`config.mk`:
```
export PLATFORM = sky130hd
export DESIGN_NAME = uart_rx
export DESIGN_NICKNAME = d
export VERILOG_FILES = /design/src/rtl/uart_rx.sv
export SDC_FILE = /design/constraint.sdc
export NUM_CORES = 1
export LEC_CHECK = 0
export CORE_MARGIN = 1.5
export CORE_UTILIZATION = 35
export CTS_CLUSTER_SIZE = 12
export DETAILED_ROUTE_END_ITERATION = 6
export GPL_ROUTABILITY_DRIVEN = 0
export MAX_ROUTING_LAYER = met4
export PLACE_DENSITY = 0.59
export SLEW_MARGIN = 5
export SYNTH_ARGS = -nofsm -noshare
export SYNTH_HDL_FRONTEND = slang
export SYNTH_SLANG_ARGS = --single-unit
```
`constraint.sdc`:
```
create_clock -name clk -period 5.39 [get_ports clk]
set_input_delay 1.078 -clock clk [delete_from_list [all_inputs] [get_ports clk]]
set_output_delay 1.078 -clock clk [all_outputs]
set_load 0.005 [all_outputs]
```
`src/rtl/uart_rx.sv`:
```
// 8N1 UART receiver: two-flop line synchroniser feeding an oversampled
// start/data/stop state machine with registered done and framing-error pulses.
module uart_rx #(
   parameter int DATA_BITS = 8,
   parameter int SAMPLES   = 16
) (
   input  logic                 clk,
   input  logic                 reset,
   input  logic                 tick,
   input  logic                 rx,
   output logic [DATA_BITS-1:0] rx_data,
   output logic                 rx_done,
   output logic                 frame_err,
   output logic                 busy
);

   localparam int SW = (SAMPLES > 1) ? $clog2(SAMPLES) : 1;
   localparam int NW = (DATA_BITS > 1) ? $clog2(DATA_BITS) : 1;

   localparam logic [SW-1:0] S_MID  = SW'(SAMPLES / 2 - 1);
   localparam logic [SW-1:0] S_LAST = SW'(SAMPLES - 1);
   localparam logic [NW-1:0] N_LAST = NW'(DATA_BITS - 1);

   typedef enum logic [1:0] {
      IDLE  = 2'd0,
      START = 2'd1,
      DATA  = 2'd2,
      STOP  = 2'd3
   } state_t;

   state_t               state_r;
   logic [SW-1:0]        s_cnt_r;
   logic [NW-1:0]        n_cnt_r;
   logic [DATA_BITS-1:0] shift_r;
   logic                 sync1_r;
   logic                 sync2_r;
   logic                 rx_s;
   logic [DATA_BITS-1:0] rx_data_r;
   logic                 rx_done_r;
   logic                 frame_err_r;
   logic                 busy_r;

   // New bit enters at the MSB so that after DATA_BITS shifts the first
   // received bit sits in bit 0.
   function automatic logic [DATA_BITS-1:0] shift_in(
      input logic [DATA_BITS-1:0] cur,
      input logic                 b
   );
      logic [DATA_BITS-1:0] nxt;
      nxt                = cur >> 1;
      nxt[DATA_BITS-1]   = b;
      return nxt;
   endfunction

   assign rx_s      = sync2_r;
   assign rx_data   = rx_data_r;
   assign rx_done   = rx_done_r;
   assign frame_err = frame_err_r;
   assign busy      = busy_r;

   // Two-flop synchroniser for the asynchronous serial line, idling high.
   always_ff @(posedge clk or negedge reset) begin
      if (!reset) begin
         sync1_r <= 1'b1;
         sync2_r <= 1'b1;
      end else begin
         sync1_r <= rx;
         sync2_r <= sync1_r;
      end
   end

   // Frame state machine; busy is updated with every state change so it
   // always mirrors state_r != IDLE.
   always_ff @(posedge clk or negedge reset) begin
      if (!reset) begin
         state_r     <= IDLE;
         s_cnt_r     <= '0;
         n_cnt_r     <= '0;
         shift_r     <= '0;
         rx_data_r   <= '0;
         rx_done_r   <= 1'b0;
         frame_err_r <= 1'b0;
         busy_r      <= 1'b0;
      end else begin
         rx_done_r   <= 1'b0;
         frame_err_r <= 1'b0;
         case (state_r)
            IDLE: begin
               // Start edge is accepted on any clk, not just tick cycles.
               if (!rx_s) begin
                  state_r <= START;
                  s_cnt_r <= '0;
                  busy_r  <= 1'b1;
               end
            end
            START: begin
               if (tick) begin
                  if (s_cnt_r == S_MID) begin
                     if (!rx_s) begin
                        state_r <= DATA;
                        s_cnt_r <= '0;
                        n_cnt_r <= '0;
                     end else begin
                        state_r <= IDLE;
                        busy_r  <= 1'b0;
                     end
                  end else begin
                     s_cnt_r <= s_cnt_r + SW'(1);
                  end
               end
            end
            DATA: begin
               if (tick) begin
                  if (s_cnt_r == S_LAST) begin
                     shift_r <= shift_in(shift_r, rx_s);
                     s_cnt_r <= '0;
                     if (n_cnt_r == N_LAST) begin
                        state_r <= STOP;
                     end else begin
                        n_cnt_r <= n_cnt_r + NW'(1);
                     end
                  end else begin
                     s_cnt_r <= s_cnt_r + SW'(1);
                  end
               end
            end
            STOP: begin
               // Leaving at mid-stop-bit lets a back-to-back start edge be seen.
               if (tick) begin
                  if (s_cnt_r == S_LAST) begin
                     state_r <= IDLE;
                     busy_r  <= 1'b0;
                     s_cnt_r <= '0;
                     if (rx_s) begin
                        rx_data_r <= shift_r;
                        rx_done_r <= 1'b1;
                     end else begin
                        frame_err_r <= 1'b1;
                     end
                  end else begin
                     s_cnt_r <= s_cnt_r + SW'(1);
                  end
               end
            end
            default: begin
               state_r <= IDLE;
               busy_r  <= 1'b0;
               s_cnt_r <= '0;
               n_cnt_r <= '0;
            end
         endcase
      end
   end

endmodule

```
==> flow_summary.ini, run 1 <==
[global_routing]
gr-total-overflow = 0
grt_use_total = 0.120
grt_max_degree = 31
grt_pass1_vias = 829
grt_pass1_wl_microns = 3740
antenna_found_initial = 0

[setup_path]
crit_start = tick
path_class = input pin to flop
path_max_fanout = 9
crit_required_ns = 5.55
reg2reg_depth = 4
r2r_end = shift_r[4]
arrival_ns = 2.81
reg2reg_slack_ns = 3.53
rr_startpoint = s_cnt_r[0]
end_kind = flop
start_kind = input pin

[route]
route.detailed.drc = 0
detail-route-antenna-nets = 0
wirelength_microns = 2270
drt_iter0_markers = 17
drt-pass1-iter-count = 4
detail_route.wl_per_cell_microns = 13.3
via_per_inst = 5.15
vias = 880

[synthesis]
synthFlopType = dfrtp_1
netlist_top_cells_count = dfrtp_1 (28), mux2_2 (9), mux2_4 (8)
synth_edf_count = 0
avgSynthCellArea_sq_um = 13.2
ys_warn_count = 0
async_reset_ff_frac = 1.00
synth.most_common_cell = dfrtp_1
synth_top_area_cell = dfrtp_1
synth-seq-cells = 30
ys_top_cells_by_area = dfrtp_1 (51%), mux2_4 (8.7%), mux2_2 (7.3%)
synth_top_area_share = 0.507
synth-seq-area-share = 0.545
syn-num-nets = 112
syn-instance-count = 105
ys_types = 37
synth_area_sq_um = 1380

[die]
core_area_sq_um = 3720
die_area_sq_um = 4340
rows = 22
die_h_microns = 65.9
pin_count = 15
dieWidth_microns = 65.9
start_util = 0.372

[place]
portBuffers = 14
dp_hpwl_microns = 1510

[power]
p_comb_frac = 0.163
clock_power_share = 0.314
p_leak_nw = 0.742
p_int_uw = 400
p_sw_frac = 0.307
vdd_drop_max_v = 0.000150
p_sw_uw = 178
cellPowerDensity_nw_per_um2 = 351
sequentialPowerShare = 0.523

[clocking]
cts_hold_buf = 0
cts.path.max_buffers = 2
postCtsSetupRepairBufs = 0
cts_buffers = 5
cts-root-buf = clkbuf_8
clkTransAtPathRegs_ns = 0.06
ctsResizeCount = 0
cts_max_level = 2
cts_tree = done
cts.sinks = 30
clkLatencyLatePin_ns = 0.28

[timing]
fin_crit_ns = 2.65
finClkSkew_ns = 0.00604
hold_viol_final = 0
max_freq_mhz = 378
worstMarginPinSlew_ns = 0.569
whs_ns = 0.357
finalSetupTns_ns = 0
rsz0062_at_grt = false
max-slew-margin-rel = 0.621
fin_crit_sh = 0.491
setup-violations-final = 0
drv_slew = 0

[finish]
syn_to_final_growth_pct = 19.1
nets = 129
drive_above_1_share = 0.268
antenna_cells = 0

[worst_hold_path]
min_to = rx_s
holdPathStages = 0
hold_start = sync1_r
hold_path.class = flop to flop

[flow_run]
max_cap_violations = 0

[outcome]
outcome = complete, no violations
[through the flow]
step / setup slack (ns) / instance area (sq um) / util / instances / power, mW
finish: 2.74 / 1650 / 0.443 / 171 / 0.578
global route: 2.66 / 1650 / 0.443 / 171 / 0.614
CTS: 2.75 / 1650 / 0.443 / 171 / 0.587
detailed placement: 2.44 / 1560 / 0.419 / 163 / 0.402
global placement: 2.52 / 1560 / 0.419 / 163 / 0.394
floorplan: 3.14 / 1380 / - / 105 / 0.370
[metal layers]
metal,vias up,share of wire,global-route usage
met2,23,0.48,0.183
met4,0,0.024,0.0703
met3,4,0.048,0.0511
met5,-,0,-
met1,436,0.45,0.132
li1,417,-,-
[worst max-delay path, cell delays in order]
cell and delay (ns):
clkdlybuf4s50_1 0.66, nand4_2 0.25, nor3b_4 0.44, mux2_2 0.38
[logic make-up after synthesis]
logic type,synth area share
simple gates,0.153
flops,0.545
mux,0.160
fa+ha+maj,0.0272
buf+inv,0.0308
compound gates,0.0842
[state kept, by name, indices dropped and copies added (netlist names), 3 cells and up, named ones only]
name and flops:
rx_data 8, shift_r 8, s_cnt_r 4, n_cnt_r 3
[area by class of cell]
cell class              instances  area, sq um
fillers                       357         2070
inverters                       2         7.51
clock buffers                   7         86.3
multi-input cells              68          587
well taps                      48         60.1
flip-flops and latches         30          753
repair buffers                 15          148
clock inverters                 1         5.00
[worst max path at each step]
stage / endpoint
after detailed placement: shift_r[3]
after floorplan: rx_data[0]
after global placement: shift_r[1]
after CTS: shift_r[0]
after global routing: shift_r[1]
final: shift_r[4]
[layout by cell type, fill, tap and decap left out, types with 3 or more instances in the layout]
| cell type | n |
|---|---|
| a21oi_1 | 6 |
| clkbuf_8 | 6 |
| clkdlybuf4s50_1 | 14 |
| dfrtp_1 | 28 |
| ha_1 | 3 |
| mux2_2 | 9 |
| mux2_4 | 8 |
| nand2_1 | 4 |
| nor2_1 | 5 |
[power groups by stage]
stage	clock network (mW)	logic, mW	registers (mW)
6_report	0.182	0.0944	0.302
5_1_grt	0.198	0.108	0.308
4_1_cts	0.190	0.0958	0.301
3_5_place_dp	0	0.0958	0.306
3_3_place_gp	0	0.0912	0.303
2_1_floorplan	0	0.0974	0.273
(Power assumes the default switching activity.)
==> run 2: changes to the inputs <==
==> constraint.sdc (replaced) <==
create_clock -name clk -period 2.45 [get_ports clk]
set_input_delay 0.49 -clock clk [delete_from_list [all_inputs] [get_ports clk]]
set_output_delay 0.49 -clock clk [all_outputs]
set_load 0.005 [all_outputs]
==> flow_summary.ini, run 2 (synthesis gave the netlist of run 1 again) <==
[outcome]
outcome = complete, no violations

[setup_path]
path_max_fanout = 8
reg2reg_depth = 4
rr_startpoint = s_cnt_r[0]
critical-path-top-delay-family = simple AND/OR/NAND/NOR gates
crit_required_ns = 2.61
r2r_end = shift_r[3]
cp_slowest_cell = clkdlybuf4s50_1
reg2reg_slack_ns = 0.62
slowest_delay_ns = 0.54
arrival_ns = 2.05
path_buf_inv = 1
cp_cell_sequence = clkdlybuf4s50_1 > nand4_2 > nor3b_4 > mux2_2
end_kind = flop
start_kind = input pin
path_class = input pin to flop

[timing]
worstMarginPinSlew_ns = 0.560
fin_crit_ns = 1.88
max-slew-margin-rel = 0.627
setup_ws_ns = 0.569
max_freq_mhz = 532
setup-violations-final = 0
whs_ns = 0.357
rsz0062_at_grt = false
finalSetupTns_ns = 0
fin_crit_sh = 0.768
drv_slew = 0
finClkSkew_ns = 0.00875
hold_viol_final = 0

[power]
vdd_drop_max_v = 0.000287
p_leak_nw = 0.757
cellPowerDensity_nw_per_um2 = 822
total_power_mw = 1.38

[route]
detail-route-antenna-nets = 0
detail_route.wl_per_cell_microns = 12.9
route.detailed.drc = 0
vias = 884
drt-pass1-iter-count = 4
drt_iter0_markers = 51
via_per_inst = 5.14
wirelength_microns = 2210

[place]
placed_area_sq_um = 1560
dp_cells = 164
pre_cts_slack_ns = 0.248
portBuffers = 14
dp_hpwl_microns = 1460

[finish]
nets = 130
postLayoutCoreUtil = 0.452
syn_to_final_growth_pct = 21.4
fill_cells = 348
layout_common_cells = dfrtp_1 (28), clkdlybuf4s50_1 (14), mux2_2 (9)
drive_above_1_share = 0.274
fin_cells = 172
layout_commonest_cell = dfrtp_1
final_design_area_no_fill_sq_um = 1680
antenna_cells = 0

[die]
dieWidth_microns = 65.9
die_area_sq_um = 4340
rows = 22
die_h_microns = 65.9
core_area_sq_um = 3720
pin_count = 15
start_util = 0.372

[global_routing]
antenna_found_initial = 0
grt_max_degree = 31
grt_pass1_wl_microns = 3850
grt_pass1_vias = 831
gr-total-overflow = 0
grt_use_total = 0.126

[clocking]
clkLatencyLatePin_ns = 0.28
cts.path.max_buffers = 2
cts_buffers = 5
postCtsSetupRepairBufs = 0
cts_hold_buf = 0
cts_max_level = 2
clkTransAtPathRegs_ns = 0.06
ctsResizeCount = 0
cts_tree = done
cts-root-buf = clkbuf_8
cts.sinks = 30

[worst_hold_path]
hold_path.class = flop to flop
min_to = rx_s
hold_start = sync1_r
holdPathStages = 0

[flow_run]
max_cap_violations = 0
## run 2: cell types whose count changed in the layout (fill, tap and decap cells not counted)
cell and change:
bufinv_16 +1, buf_4 +1, clkinv_2 -1
## run 2: power breakdown
group	switching [mW]	internal, mW
logic	0.101	0.108
registers	0.113	0.549
clock network	0.178	0.331
total	0.392	0.988
## run 2: cell type report
cell class                      count  area [sq um]  area share
Inverter                            2          7.51     0.00447
Clock buffer                        7          86.3      0.0514
Timing Repair Buffer               16           155      0.0924
Tap cell                           48          60.1      0.0358
Sequential cell                    30           753       0.449
Clock inverter                      1          30.0      0.0179
Multi-Input combinational cell     68           587       0.349
## run 2: layer usage
layer,track usage,routed length (microns),vias up
met2,0.181,1010,23
met3,0.0409,98,7
met4,0.102,76,0
met1,0.144,1030,436
met5,-,0,-
li1,-,-,418
## run 2: how the worst max path moves through the flow
stage | startpoint | to | slack, ns | depth (start not counted)
global placement | tick | shift_r[0] | 0.27 | 4
global route | s_cnt_r[0] | shift_r[3] | 0.47 | 4
CTS | tick | shift_r[3] | 0.55 | 4
floorplan | s_cnt_r[0] | rx_data[0] | 0.74 | 6
finish | tick | shift_r[3] | 0.57 | 4
detailed placement | tick | shift_r[3] | 0.25 | 4
==> run 3: changes to the inputs <==
==> constraint.sdc (replaced) <==
create_clock -name clk -period 1.8 [get_ports clk]
set_input_delay 0.36 -clock clk [delete_from_list [all_inputs] [get_ports clk]]
set_output_delay 0.36 -clock clk [all_outputs]
set_load 0.005 [all_outputs]
==> flow_summary.ini, run 3 (synthesis gave the netlist of run 1 again) <==
[outcome]
outcome = complete, no violations

[global_routing]
grt_pass1_wl_microns = 4160
gr-total-overflow = 0
grt_max_degree = 31
antenna_found_initial = 0
grt_pass1_vias = 890
grt_use_total = 0.136

[setup_path]
arrival_ns = 1.88
end_kind = flop
start_kind = input pin
crit_required_ns = 1.97
path_class = input pin to flop
path_max_fanout = 9

[worst_hold_path]
hold_path.class = flop to flop

[die]
rows = 22
pin_count = 15
start_util = 0.372
die_h_microns = 65.9
core_area_sq_um = 3720
die_area_sq_um = 4340
dieWidth_microns = 65.9

[route]
route.detailed.drc = 0
vias = 904
drt-pass1-iter-count = 4
wirelength_microns = 2370
drt_iter0_markers = 51
detail_route.wl_per_cell_microns = 13.1
via_per_inst = 4.99
detail-route-antenna-nets = 0

[finish]
antenna_cells = 0
drive_above_1_share = 0.353
layout_common_cells = dfrtp_1 (28), clkdlybuf4s50_1 (14), buf_4 (10)
syn_to_final_growth_pct = 26.8
nets = 139
layout_commonest_cell = dfrtp_1
postLayoutCoreUtil = 0.472
fill_cells = 346

[clocking]
cts-root-buf = clkbuf_8
cts_hold_buf = 0
cts.sinks = 30
clkTransAtPathRegs_ns = 0.07
cts.path.max_buffers = 2
cts_max_level = 2
cts_tree = done
cts_buffers = 5
clkLatencyLatePin_ns = 0.29

[power]
sequentialPowerShare = 0.494
p_comb_frac = 0.194
p_leak_nw = 0.793
p_int_mw = 1.25
p_sw_uw = 578
total_power_mw = 1.83
p_sw_frac = 0.317
vdd_drop_max_v = 0.000527
clock_power_share = 0.312
cellPowerDensity_nw_per_um2 = 1040

[flow_run]
max_cap_violations = 0

[timing]
fin_crit_ns = 1.71
fin_crit_sh = 0.949
setup_ws_ns = 0.0915
drv_slew = 0
rsz0062_at_grt = false
max-slew-margin-rel = 0.683
setup-violations-final = 0
hold_viol_final = 0
finClkSkew_ns = 0.00894
worstMarginPinSlew_ns = 0.476
max_freq_mhz = 585
finalSetupTns_ns = 0

[place]
pre_cts_slack_ns = -0.202
dp_hpwl_microns = 1570
portBuffers = 14
## run 3: cell types whose count changed in the layout (fill, tap and decap cells not counted)
cell and change:
clkinvlp_4 +1, buf_4 +8, buf_12 +1, nor4_2 +1
ha_2 +1, o2111ai_1 -1, clkinv_2 +1, bufinv_16 -1
nor4_1 -1, o2111ai_2 +1, clkbuf_1 -1, ha_1 -1
## run 3: power groups by stage
stage,sequential [mW],clock (mW),combinational (mW)
after global placement,0.900,0,0.310
after global routing,0.923,0.629,0.405
after CTS,0.891,0.592,0.321
after floorplan,0.818,0,0.292
after detailed placement,0.903,0,0.322
final,0.902,0.570,0.355
## run 3: worst max-delay path, stage by stage
cell	delay [ns]
clkdlybuf4s50_1	0.54
and4_1	0.24
and3_4	0.19
and2_4	0.24
mux2_4	0.32
## run 3: layout make-up
type	instances	area (sq um)	area share
Inverter	2	7.51	0.00428
Sequential cell	30	753	0.430
Tap cell	48	60.1	0.0343
Clock inverter	2	12.5	0.00714
Clock buffer	6	82.6	0.0471
Multi-Input combinational cell	68	602	0.343
Timing Repair Buffer	25	235	0.134
## run 3: final timing paths
path | start | to | slack (ns) | depth (start not counted)
setup / recovery | tick | rx_data[7] | 0.09 | 5
hold / removal | sync1_r | rx_s | 0.36 | 0
setup reg to reg | s_cnt_r[0] | rx_data[7] | 0.11 | 5
hold reg to reg | sync1_r | rx_s | 0.36 | 0
max in group asynchronous | reset | sync1_r | 1.03 | 2
min in group asynchronous | reset | rx_data[7] | 0.45 | 2
## run 3: what timing repair did
item	4_1_cts	5_1_grt
endpoints found under the setup margin	0	20
setup buffers	0	3
gates resized for setup	0	3
## run 3: routing by layer
metal  track usage  wire, microns
met5             -              0
met4        0.0703             51
met3        0.0562            113
met2         0.179           1070
met1         0.176           1130
## run 3: through the flow
| stage | cells | instance area (sq um) | hold WS [ns] |
|---|---|---|---|
| 4_1_cts | 178 | 1720 | 0.359 |
| 2_1_floorplan | 105 | 1380 | 0.0644 |
| 3_3_place_gp | 170 | 1620 | 0.346 |
| 3_5_place_dp | 170 | 1620 | 0.349 |
| 6_report | 181 | 1750 | 0.357 |
| 5_1_grt | 181 | 1750 | 0.364 |
